### config.mk
export PLATFORM = sky130hd
export DESIGN_NAME = intra4x4_mode_decide
export DESIGN_NICKNAME = d
export VERILOG_FILES = /design/src/rtl/intra4x4_mode_decide.sv
export SDC_FILE = /design/constraint.sdc
export NUM_CORES = 2
export LEC_CHECK = 0
export CORE_AREA = 2 2 414 416
export CTS_CLUSTER_SIZE = 40
export DETAILED_ROUTE_END_ITERATION = 10
export DIE_AREA = 0 0 416 418
export PLACE_DENSITY_LB_ADDON = 0.2
export REMOVE_ABC_BUFFERS = 1
export SYNTH_ARGS = -nofsm -noshare
export SYNTH_HDL_FRONTEND = slang
export SYNTH_SLANG_ARGS = --single-unit
### constraint.sdc
create_clock -name clk -period 8.77 [get_ports clk]
set_clock_uncertainty 0.15 [all_clocks]
set_input_delay 1.3155 -clock clk [delete_from_list [all_inputs] [get_ports clk]]
set_output_delay 1.3155 -clock clk [all_outputs]
set_load 0.02 [all_outputs]
### src/rtl/intra4x4_mode_decide.sv
// Intra 4x4 mode decision: captures eight residual blocks, evaluates one mode SAD per cycle
// and reports the lowest-SAD enabled mode (ties resolved toward the lower mode index).
module intra4x4_mode_decide #(
   parameter int SAD_W  = 12,
   parameter int MODE_W = 3
) (
   input  logic                clk,
   input  logic                reset,
   input  logic                start,
   input  logic [7:0]          mode_mask,
   input  logic [127:0]        vres,
   input  logic [127:0]        hres,
   input  logic [127:0]        vlres,
   input  logic [127:0]        vrres,
   input  logic [127:0]        hures,
   input  logic [127:0]        hdres,
   input  logic [127:0]        ddlres,
   input  logic [127:0]        ddrres,
   output logic                busy,
   output logic                done,
   output logic [MODE_W-1:0]   best_mode,
   output logic [SAD_W-1:0]    best_sad,
   output logic                none_valid
);

   localparam logic [1:0] S_IDLE = 2'd0;
   localparam logic [1:0] S_EVAL = 2'd1;
   localparam logic [1:0] S_DONE = 2'd2;

   localparam logic [MODE_W-1:0] LAST_IDX = MODE_W'(7);

   logic [1:0]        state_q, state_d;
   logic [MODE_W-1:0] idx_q, idx_d;
   logic [7:0]        mask_q, mask_d;
   logic [127:0]      res_q [8];
   logic [127:0]      res_d [8];
   logic [SAD_W-1:0]  best_sad_r_q, best_sad_r_d;
   logic [MODE_W-1:0] best_mode_r_q, best_mode_r_d;
   logic              found_q, found_d;
   logic              busy_q, busy_d;
   logic              done_q, done_d;
   logic [MODE_W-1:0] best_mode_q, best_mode_d;
   logic [SAD_W-1:0]  best_sad_q, best_sad_d;
   logic              none_valid_q, none_valid_d;

   logic [127:0]      cur_blk;
   logic [SAD_W-1:0]  lvl0 [16];
   logic [SAD_W-1:0]  lvl1 [8];
   logic [SAD_W-1:0]  lvl2 [4];
   logic [SAD_W-1:0]  lvl3 [2];
   logic [SAD_W-1:0]  sad_cur;
   logic              take_mode;

   // Magnitude of a two's complement byte; -128 maps to 128, hence 9 bits.
   function automatic logic [8:0] abs_mag(input logic [7:0] r);
      logic [8:0] m;
      if (r[7])
         m = 9'd256 - {1'b0, r};
      else
         m = {1'b0, r};
      return m;
   endfunction

   assign cur_blk = res_q[idx_q];

   always_comb begin
      for (int i = 0; i < 16; i++) begin
         lvl0[i] = {{(SAD_W-9){1'b0}}, abs_mag(cur_blk[8*i +: 8])};
      end
      for (int i = 0; i < 8; i++) begin
         lvl1[i] = lvl0[2*i] + lvl0[2*i+1];
      end
      for (int i = 0; i < 4; i++) begin
         lvl2[i] = lvl1[2*i] + lvl1[2*i+1];
      end
      for (int i = 0; i < 2; i++) begin
         lvl3[i] = lvl2[2*i] + lvl2[2*i+1];
      end
      sad_cur = lvl3[0] + lvl3[1];
   end

   assign take_mode = mask_q[idx_q] && (!found_q || (sad_cur < best_sad_r_q));

   always_comb begin
      state_d       = state_q;
      idx_d         = idx_q;
      mask_d        = mask_q;
      res_d         = res_q;
      best_sad_r_d  = best_sad_r_q;
      best_mode_r_d = best_mode_r_q;
      found_d       = found_q;
      busy_d        = busy_q;
      done_d        = 1'b0;
      best_mode_d   = best_mode_q;
      best_sad_d    = best_sad_q;
      none_valid_d  = none_valid_q;

      case (state_q)
         S_IDLE: begin
            if (start) begin
               res_d[0]      = vres;
               res_d[1]      = hres;
               res_d[2]      = vlres;
               res_d[3]      = vrres;
               res_d[4]      = hures;
               res_d[5]      = hdres;
               res_d[6]      = ddlres;
               res_d[7]      = ddrres;
               mask_d        = mode_mask;
               idx_d         = '0;
               best_sad_r_d  = '1;
               best_mode_r_d = '0;
               found_d       = 1'b0;
               busy_d        = 1'b1;
               state_d       = S_EVAL;
            end
         end
         S_EVAL: begin
            if (take_mode) begin
               best_sad_r_d  = sad_cur;
               best_mode_r_d = idx_q;
               found_d       = 1'b1;
            end
            if (idx_q == LAST_IDX)
               state_d = S_DONE;
            else
               idx_d = idx_q + MODE_W'(1);
         end
         S_DONE: begin
            // With no mode found the running best still holds mode 0 / all ones.
            busy_d       = 1'b0;
            done_d       = 1'b1;
            best_mode_d  = best_mode_r_q;
            best_sad_d   = best_sad_r_q;
            none_valid_d = !found_q;
            state_d      = S_IDLE;
         end
         default: begin
            state_d = S_IDLE;
            busy_d  = 1'b0;
         end
      endcase
   end

   always_ff @(posedge clk or negedge reset) begin
      if (!reset) begin
         state_q       <= S_IDLE;
         idx_q         <= '0;
         mask_q        <= '0;
         for (int i = 0; i < 8; i++) begin
            res_q[i] <= '0;
         end
         best_sad_r_q  <= '0;
         best_mode_r_q <= '0;
         found_q       <= 1'b0;
         busy_q        <= 1'b0;
         done_q        <= 1'b0;
         best_mode_q   <= '0;
         best_sad_q    <= '0;
         none_valid_q  <= 1'b0;
      end else begin
         state_q       <= state_d;
         idx_q         <= idx_d;
         mask_q        <= mask_d;
         res_q         <= res_d;
         best_sad_r_q  <= best_sad_r_d;
         best_mode_r_q <= best_mode_r_d;
         found_q       <= found_d;
         busy_q        <= busy_d;
         done_q        <= done_d;
         best_mode_q   <= best_mode_d;
         best_sad_q    <= best_sad_d;
         none_valid_q  <= none_valid_d;
      end
   end

   assign busy       = busy_q;
   assign done       = done_q;
   assign best_mode  = best_mode_q;
   assign best_sad   = best_sad_q;
   assign none_valid = none_valid_q;

endmodule

Yosys cells after proc, flatten, opt, wreduce, memory -nomap -nowiden
Cells that the tools add are included.
{"block": "classes", "magnitude_cmp": 3, "muxes": 38, "addsub": 32, "n_bitwise": 2, "n_eq_ne": 7, "n_reduce_logical": 10}
{"cell": "128-bit binary-select mux with 3-bit select", "n": 1}
{"cell": "128-bit two-way mux", "n": 2}
{"cell": "9-bit two-way mux", "n": 16}
{"cell": "9-bit by 8-bit subtractor with 9-bit output, first input constant", "n": 16}
{"cell": "9-bit by 9-bit adder with 10-bit output", "n": 8}
{"cell": "10-bit by 10-bit adder with 11-bit output", "n": 4}
{"cell": "11-bit by 11-bit adder with 12-bit output", "n": 2}
{"cell": "12-bit two-way mux", "n": 2}
{"cell": "12-bit one-hot mux with 2 select lines", "n": 1}
{"cell": "12-bit adder", "n": 1}
{"cell": "12-bit less-than comparator", "n": 1}
{"cell": "3-bit one-hot mux with 2 select lines", "n": 2}
{"cell": "3-bit two-way mux", "n": 3}
{"cell": "2-bit inequality test, second input constant", "n": 4}
{"cell": "2-bit AND reduction", "n": 3}
{"cell": "3-bit AND reduction", "n": 2}
{"cell": "1-bit two-way mux", "n": 5}
{"cell": "4-bit >= comparator, second input constant", "n": 1}
{"cell": "3-bit by 4-bit less-than comparator with 1-bit output, second input constant", "n": 1}
{"cell": "2-bit two-way mux", "n": 2}
{"cell": "3-bit inverter with 4-bit output", "n": 1}
{"cell": "1-bit one-hot mux with 2 select lines", "n": 2}
{"cell": "2-bit one-hot mux with 2 select lines", "n": 1}
{"cell": "3-bit by 1-bit adder with 3-bit output, second input constant", "n": 1}
{"cell": "other kinds (10)", "n": 10}
{"block": "totals", "out_inout_bits": 18, "input_bits": 1035, "wordCells": 111, "register_bits": 1071}

Depth between registers and ports, before layout
{"block": "logic_depth", "word_depth": 15, "mapped_depth": 37}

Worst setup path after synthesis
Ideal clock, no wire load.
{"block": "synth_timing", "kind": "reg-to-reg", "from": "register idx_q[1]", "to": "register best_sad_r_q[0]", "setup_slack_ps": 136, "required_time_ps": 8541, "path_stages_with_launch": 36, "t_arrival_ps": 8404, "setup_time_ps": 79, "period_less_slack_ps": 8634, "path_cell_list": "dfrtp_1 > buf_6 > buf_12 > buf_12 > buf_8 > nor2b_1 > buf_6 > a221oi_1 > inv_1 > ha_1 > a31oi_1 > xor2_1 > fa_1 > fa_1 > fa_1 > inv_1 > fa_1 > fa_1 > inv_1 > fa_1 > inv_1 > ha_1 > and3_1 > a2111oi_0 > o21ai_0 > a21oi_1 > xor2_1 > ha_1 > nand4_1 > nor4_1 > o41ai_1 > nand2_1 > a211o_1 > buf_2 > buf_2 > mux2i_1"}
{"block": "synth_via", "elab_chain_len": 15, "word_cells_on_any_way": 60, "cone_classes": "add/sub (31); order compare (1); eq/ne (1); mux (23); bitwise (1); reduce/logical (3)"}
{"element": "start: declaration", "line_no": "33", "rtl": "logic [MODE_W-1:0] idx_q, idx_d;"}
{"element": "start signal: assignment", "line_no": "163", "rtl": "idx_q <= idx_d;"}
{"element": "3-bit inverter with 4-bit output (implied by the code)", "line_no": "64", "rtl": "assign cur_blk = res_q[idx_q];"}
{"element": "128-bit binary-select mux with 3-bit select", "line_no": "64"}
{"element": "128-bit two-way mux (implied by the code) (2 in a row)", "line_no": "64"}
{"element": "9-bit by 8-bit subtractor with 9-bit output", "line_no": "58", "rtl": "m = 9'd256 - {1'b0, r};"}
{"element": "9-bit two-way mux", "line_no": "57", "rtl": "if (r[7])"}
{"element": "9-bit by 9-bit adder with 10-bit output", "line_no": "71", "rtl": "lvl1[i] = lvl0[2*i] + lvl0[2*i+1];"}
{"element": "10-bit by 10-bit adder with 11-bit output", "line_no": "74", "rtl": "lvl2[i] = lvl1[2*i] + lvl1[2*i+1];"}
{"element": "11-bit by 11-bit adder with 12-bit output", "line_no": "77", "rtl": "lvl3[i] = lvl2[2*i] + lvl2[2*i+1];"}
{"element": "12-bit adder", "line_no": "79", "rtl": "sad_cur = lvl3[0] + lvl3[1];"}
{"element": "12-bit less-than comparator", "line_no": "82", "rtl": "assign take_mode = mask_q[idx_q] && (!found_q || (sad_cur < best_sad_r_q));"}
{"element": "1-bit logical OR", "line_no": "82"}
{"element": "1-bit logical AND", "line_no": "82"}
{"element": "2-bit inequality test (no source line)"}
{"element": "3-bit AND reduction (no source line)"}
{"element": "end signal: assignment", "line_no": "166", "rtl": "best_sad_r_q <= best_sad_r_d;"}
{"element": "end: declaration", "line_no": "37", "rtl": "logic [SAD_W-1:0] best_sad_r_q, best_sad_r_d;"}
Parallel ways exist; a longest one is shown, timed or not. The select of a mux whose other input is x is not followed.
A chain may end at the register's enable or synchronous reset.

Final worst setup path
{"block": "layout_timing", "from": "register idx_q[1]", "to": "register best_mode_r_q[1]"}
{"block": "layout_via", "elab_chain_len": 15, "word_cells_on_any_way": 60, "cone_classes": "add/sub (31); order compare (1); eq/ne (1); mux (23); bitwise (1); reduce/logical (3)"}
{"element": "3-bit inverter with 4-bit output (implied by the code)", "line_no": "64"}
{"element": "128-bit binary-select mux with 3-bit select", "line_no": "64"}
{"element": "128-bit two-way mux (implied by the code) (2 in a row)", "line_no": "64"}
{"element": "9-bit by 8-bit subtractor with 9-bit output", "line_no": "58"}
{"element": "9-bit two-way mux", "line_no": "57"}
{"element": "9-bit by 9-bit adder with 10-bit output", "line_no": "71"}
{"element": "10-bit by 10-bit adder with 11-bit output", "line_no": "74"}
{"element": "11-bit by 11-bit adder with 12-bit output", "line_no": "77"}
{"element": "12-bit adder", "line_no": "79"}
{"element": "12-bit less-than comparator", "line_no": "82"}
{"element": "1-bit logical OR", "line_no": "82"}
{"element": "1-bit logical AND", "line_no": "82"}
{"element": "2-bit inequality test (no source line)"}
{"element": "3-bit AND reduction (no source line)"}
{"element": "end signal: assignment", "line_no": "167", "rtl": "best_mode_r_q <= best_mode_r_d;"}
{"element": "end: declaration", "line_no": "38", "rtl": "logic [MODE_W-1:0] best_mode_r_q, best_mode_r_d;"}
Parallel ways exist; a longest one is shown, timed or not. The select of a mux whose other input is x is not followed.

==> Flow_metrics.wiki <==
{| class="wikitable"
! Metric !! Value
|-
| Global placer's final weighted congestion || ~0.85
|-
| Post-route cell area || 0.0746 mm²
|-
| Count of unresolved DRC violations after routing || 0
|-
| Die width || between 400 and 500 µm
|-
| Area used by multi-input combinational logic || about 0.026 mm²
|-
| Number of failing setup endpoints in the final timing report || 10
|-
| Total global-route track usage || between 20 and 25%
|-
| Launching point of the worst reg2reg path || idx_q[1]
|-
| Global-route track usage on met3 || between 5 and 6%
|-
| Global-route track usage on met1 || between 20% and 30%
|-
| Commonest non-fill, non-tap cell in the layout || sky130_fd_sc_hd__dfrtp_1
|-
| Initial core utilization || between 30% and 40%
|-
| Biggest fanout along the worst timing path || 8
|-
| DP HPWL || 152 mm
|-
| Via count of the first global-routing pass || around 38000
|-
| Type of origin of the critical path || flip-flop
|-
| Number of clock buffers inserted by TritonCTS || between 100 and 150
|-
| Register-to-Register Setup Slack || -50 ps
|-
| Final min period || roughly 8800 ps
|-
| Top library cells by usage in the layout, fill and taps aside || sky130_fd_sc_hd__dfrtp_1, sky130_fd_sc_hd__mux2_2, sky130_fd_sc_hd__clkdlybuf4s50_1
|-
| Status || complete, but fails checks
|-
| Hold buffer count at CTS || 0
|-
| Clock latency at the later pin of the worst-skew pair || approximately 800 ps
|-
| Number of antenna violations at the first check in global routing || 111
|-
| Syn Inst Count || 3539
|-
| Die outline area || about 0.17 mm²
|-
| Crit path DAT || 9320 ps
|-
| Kind of end point of the critical path || flip-flop
|-
| Worst slew pin tran || ~1100 ps
|-
| Most used flip-flop cell after synthesis || sky130_fd_sc_hd__dfrtp_1
|-
| Setup repair after global routing missed its margin || true
|-
| Violation count after the first detailed-routing iteration || a little over 2000
|-
| Filler cell count || about 15000
|-
| Sequential cell area || 0.0268 mm²
|-
| Synthesized area divided by synthesized cell count || around 15 µm²
|-
| Top achievable clock speed || 0.113 GHz
|-
| Data required time of the critical path || roughly 9300 ps
|-
| Number of max-slew violations in the final report || 0
|-
| Fraction of layout cells with a size suffix above 1 || 39.7%
|-
| Number of buffers between clock root and the deepest sink || 3
|-
| Hold-critical path endpoint || best_sad[3]
|-
| Input/output buffers || 1052
|-
| CTS Root Cell || sky130_fd_sc_hd__clkbuf_16
|-
| Floorplan die height || 418 µm
|-
| GRT met2 Usage || between 30 and 40%
|-
| DR WL/cell || around 27 µm
|-
| Htree depth || 4
|-
| Vias || about 36000
|-
| Final period utilization || 101%
|-
| Warnings, synthesis || 0
|-
| Minimum hold slack || approximately 330 ps
|-
| Total I/O pin count || 1053
|-
| Worst-case reg-to-reg path depth || 33
|-
| Max-capacitance violation count || 0
|-
| First-pass GRT wire length || around 280 mm
|-
| Number of different library cells in the post-synthesis netlist || 69
|-
| Number of nets in the final layout || 6096
|-
| Proportion of synthesized chip area in sequential cells || between 50 and 60%
|-
| Cell Rows || 151
|-
| Clk sinks || about 1100
|-
| Final ANT Viol Nets || 0
|-
| Endpoint of the worst register-to-register path || best_mode_r_q[1]
|-
| Max-slew headroom at the worst pin || 27.0%
|-
| Min setup slack post-route || -46.5 ps
|-
| Area after detailed placement || just under 0.07 mm²
|-
| Clock tree from TritonCTS || built
|-
| Crit path kind || flip-flop to flip-flop
|-
| Crit path top cell by count || sky130_fd_sc_hd__fa_1
|-
| P&R area growth vs syn || 39.5%
|-
| Worst min path class || flip-flop to flip-flop
|-
| Fraction of registers with async set/reset || 100%
|-
| Number of enable-type register cells in the synthesized netlist || 0
|-
| Number of synthesized register bits || 1071
|-
| Hold path depth || 2
|-
| Busiest metal layer after global routing || met2
|-
| Final hold violation count || 0
|-
| Area of the mapped netlist || around 0.053 mm²
|-
| Critical-path cell with the highest stage delay || sky130_fd_sc_hd__fa_2
|-
| Post-Route Setup TNS || -264 ps
|-
| Clock input transition at the sequential cells of the worst setup and hold paths || about 50 ps
|-
| Hold_sp || best_sad[3]
|-
| Overall overflow remaining after global route || 0
|-
| Floorplan Core Area || 0.169 mm²
|-
| Max incr delay on CP || ~650 ps
|-
| Pin count of the biggest net entering global routing || about 170
|-
| Final routed wirelength across all metal layers || between 150 and 200 mm
|-
| Failing checks || negative setup slack
|-
| Detailed-router iteration count before antenna repair || 5
|-
| Vias per cell || 4.91
|}
## cells in the mapped netlist, drive strengths merged, types with 13 or more instances
master,n,area (µm²)
dfrtp,1071,26800
mux2,1060,11900
mux4,238,5470
inv,163,612
buf,140,928
mux2i,137,1460
fa,122,2440
nand2,89,337
nor2,71,267
clkbuf,61,259
xnor2,52,455
ha,49,613
o21ai,41,205
xor2,38,333
a21oi,35,175
a31oi,19,119
nand3,19,100
nor3,19,100
and3,13,81.3
## critical path: cells and delay by family (launching register included)
family,cells,cell delay (ps)
adder cells (fa/ha/maj),8,3690
buffers and inverters,9,1150
multiplexers,3,1130
AO/OA/AOI/OAI,6,1070
AND/OR/NAND/NOR,5,760
flip-flops,1,470
XOR/XNOR,2,220
## sequential cells by signal, summed over array words and instances, names as in the netlist
signal	flops
res_q	1024
best_sad	12
best_sad_r_q	12
mask_q	8
best_mode	3
best_mode_r_q	3
idx_q	3
state_q	2
busy	1
done	1
found_q	1
none_valid	1
## per-layer routing
layer,wire (µm),share of wire [%]
met5,452,0.23
met4,6150,3.1
met3,11500,5.9
met2,101000,51
met1,77900,40
## cell families after synthesis
group	synth area share (%)
AOI/OAI and AO/OA	1.76
xor gates and xnor gates	1.47
adders and majority gates	5.71
buffers and inverters	3.37
DFF	50.1
muxes	35.3
other	0.0140
and+or+nand+nor	2.28
## area by class of cell
cell class                      instances  area share [%]
Timing Repair Buffer                 1402            18.9
Multi-Input combinational cell       2117            34.3
Sequential cell                      1071            35.9
Clock inverter                         54            1.02
Clock buffer                          187            5.06
Inverter                              164           0.835
Tap cell                             2218            3.72
Antenna cell                           48           0.161
## worst max path at each step
stage / from / slack (ps) / cells past startpoint / end
detailed placement: idx_q[1] / -300 / 32 / best_mode_r_q[1]
global placement: idx_q[1] / -340 / 33 / best_mode_r_q[0]
CTS: idx_q[1] / 6 / 33 / best_mode_r_q[1]
floorplan: state_q[1] / -75640 / 3 / idx_q[0]
global route: idx_q[1] / -370 / 35 / best_mode_r_q[1]
finish: idx_q[1] / -50 / 33 / best_mode_r_q[1]
## repair_timing
item	4_1_cts	5_1_grt
gates resized for setup	104	94
gates cloned	4	1
endpoints found under the setup margin	16	16
buffers inserted	32	27
pin swaps	45	51
endpoints found under the hold margin	0	0
## per-stage QoR
stage / cells / utilization (%) / setup WS [ps]
after detailed placement: 6912 / 40.5 / -297
after global placement: 6912 / 40.5 / -340
after global routing: 7247 / 44.1 / -368
after floorplan: 3352 / - / -75640
final: 7261 / 44.1 / -46.5
after CTS: 7186 / 43.7 / 6.28
Power is left out: the tool's default activity adds up to more than one toggle a clock period on the data nets, which glitch-free logic cannot reach.
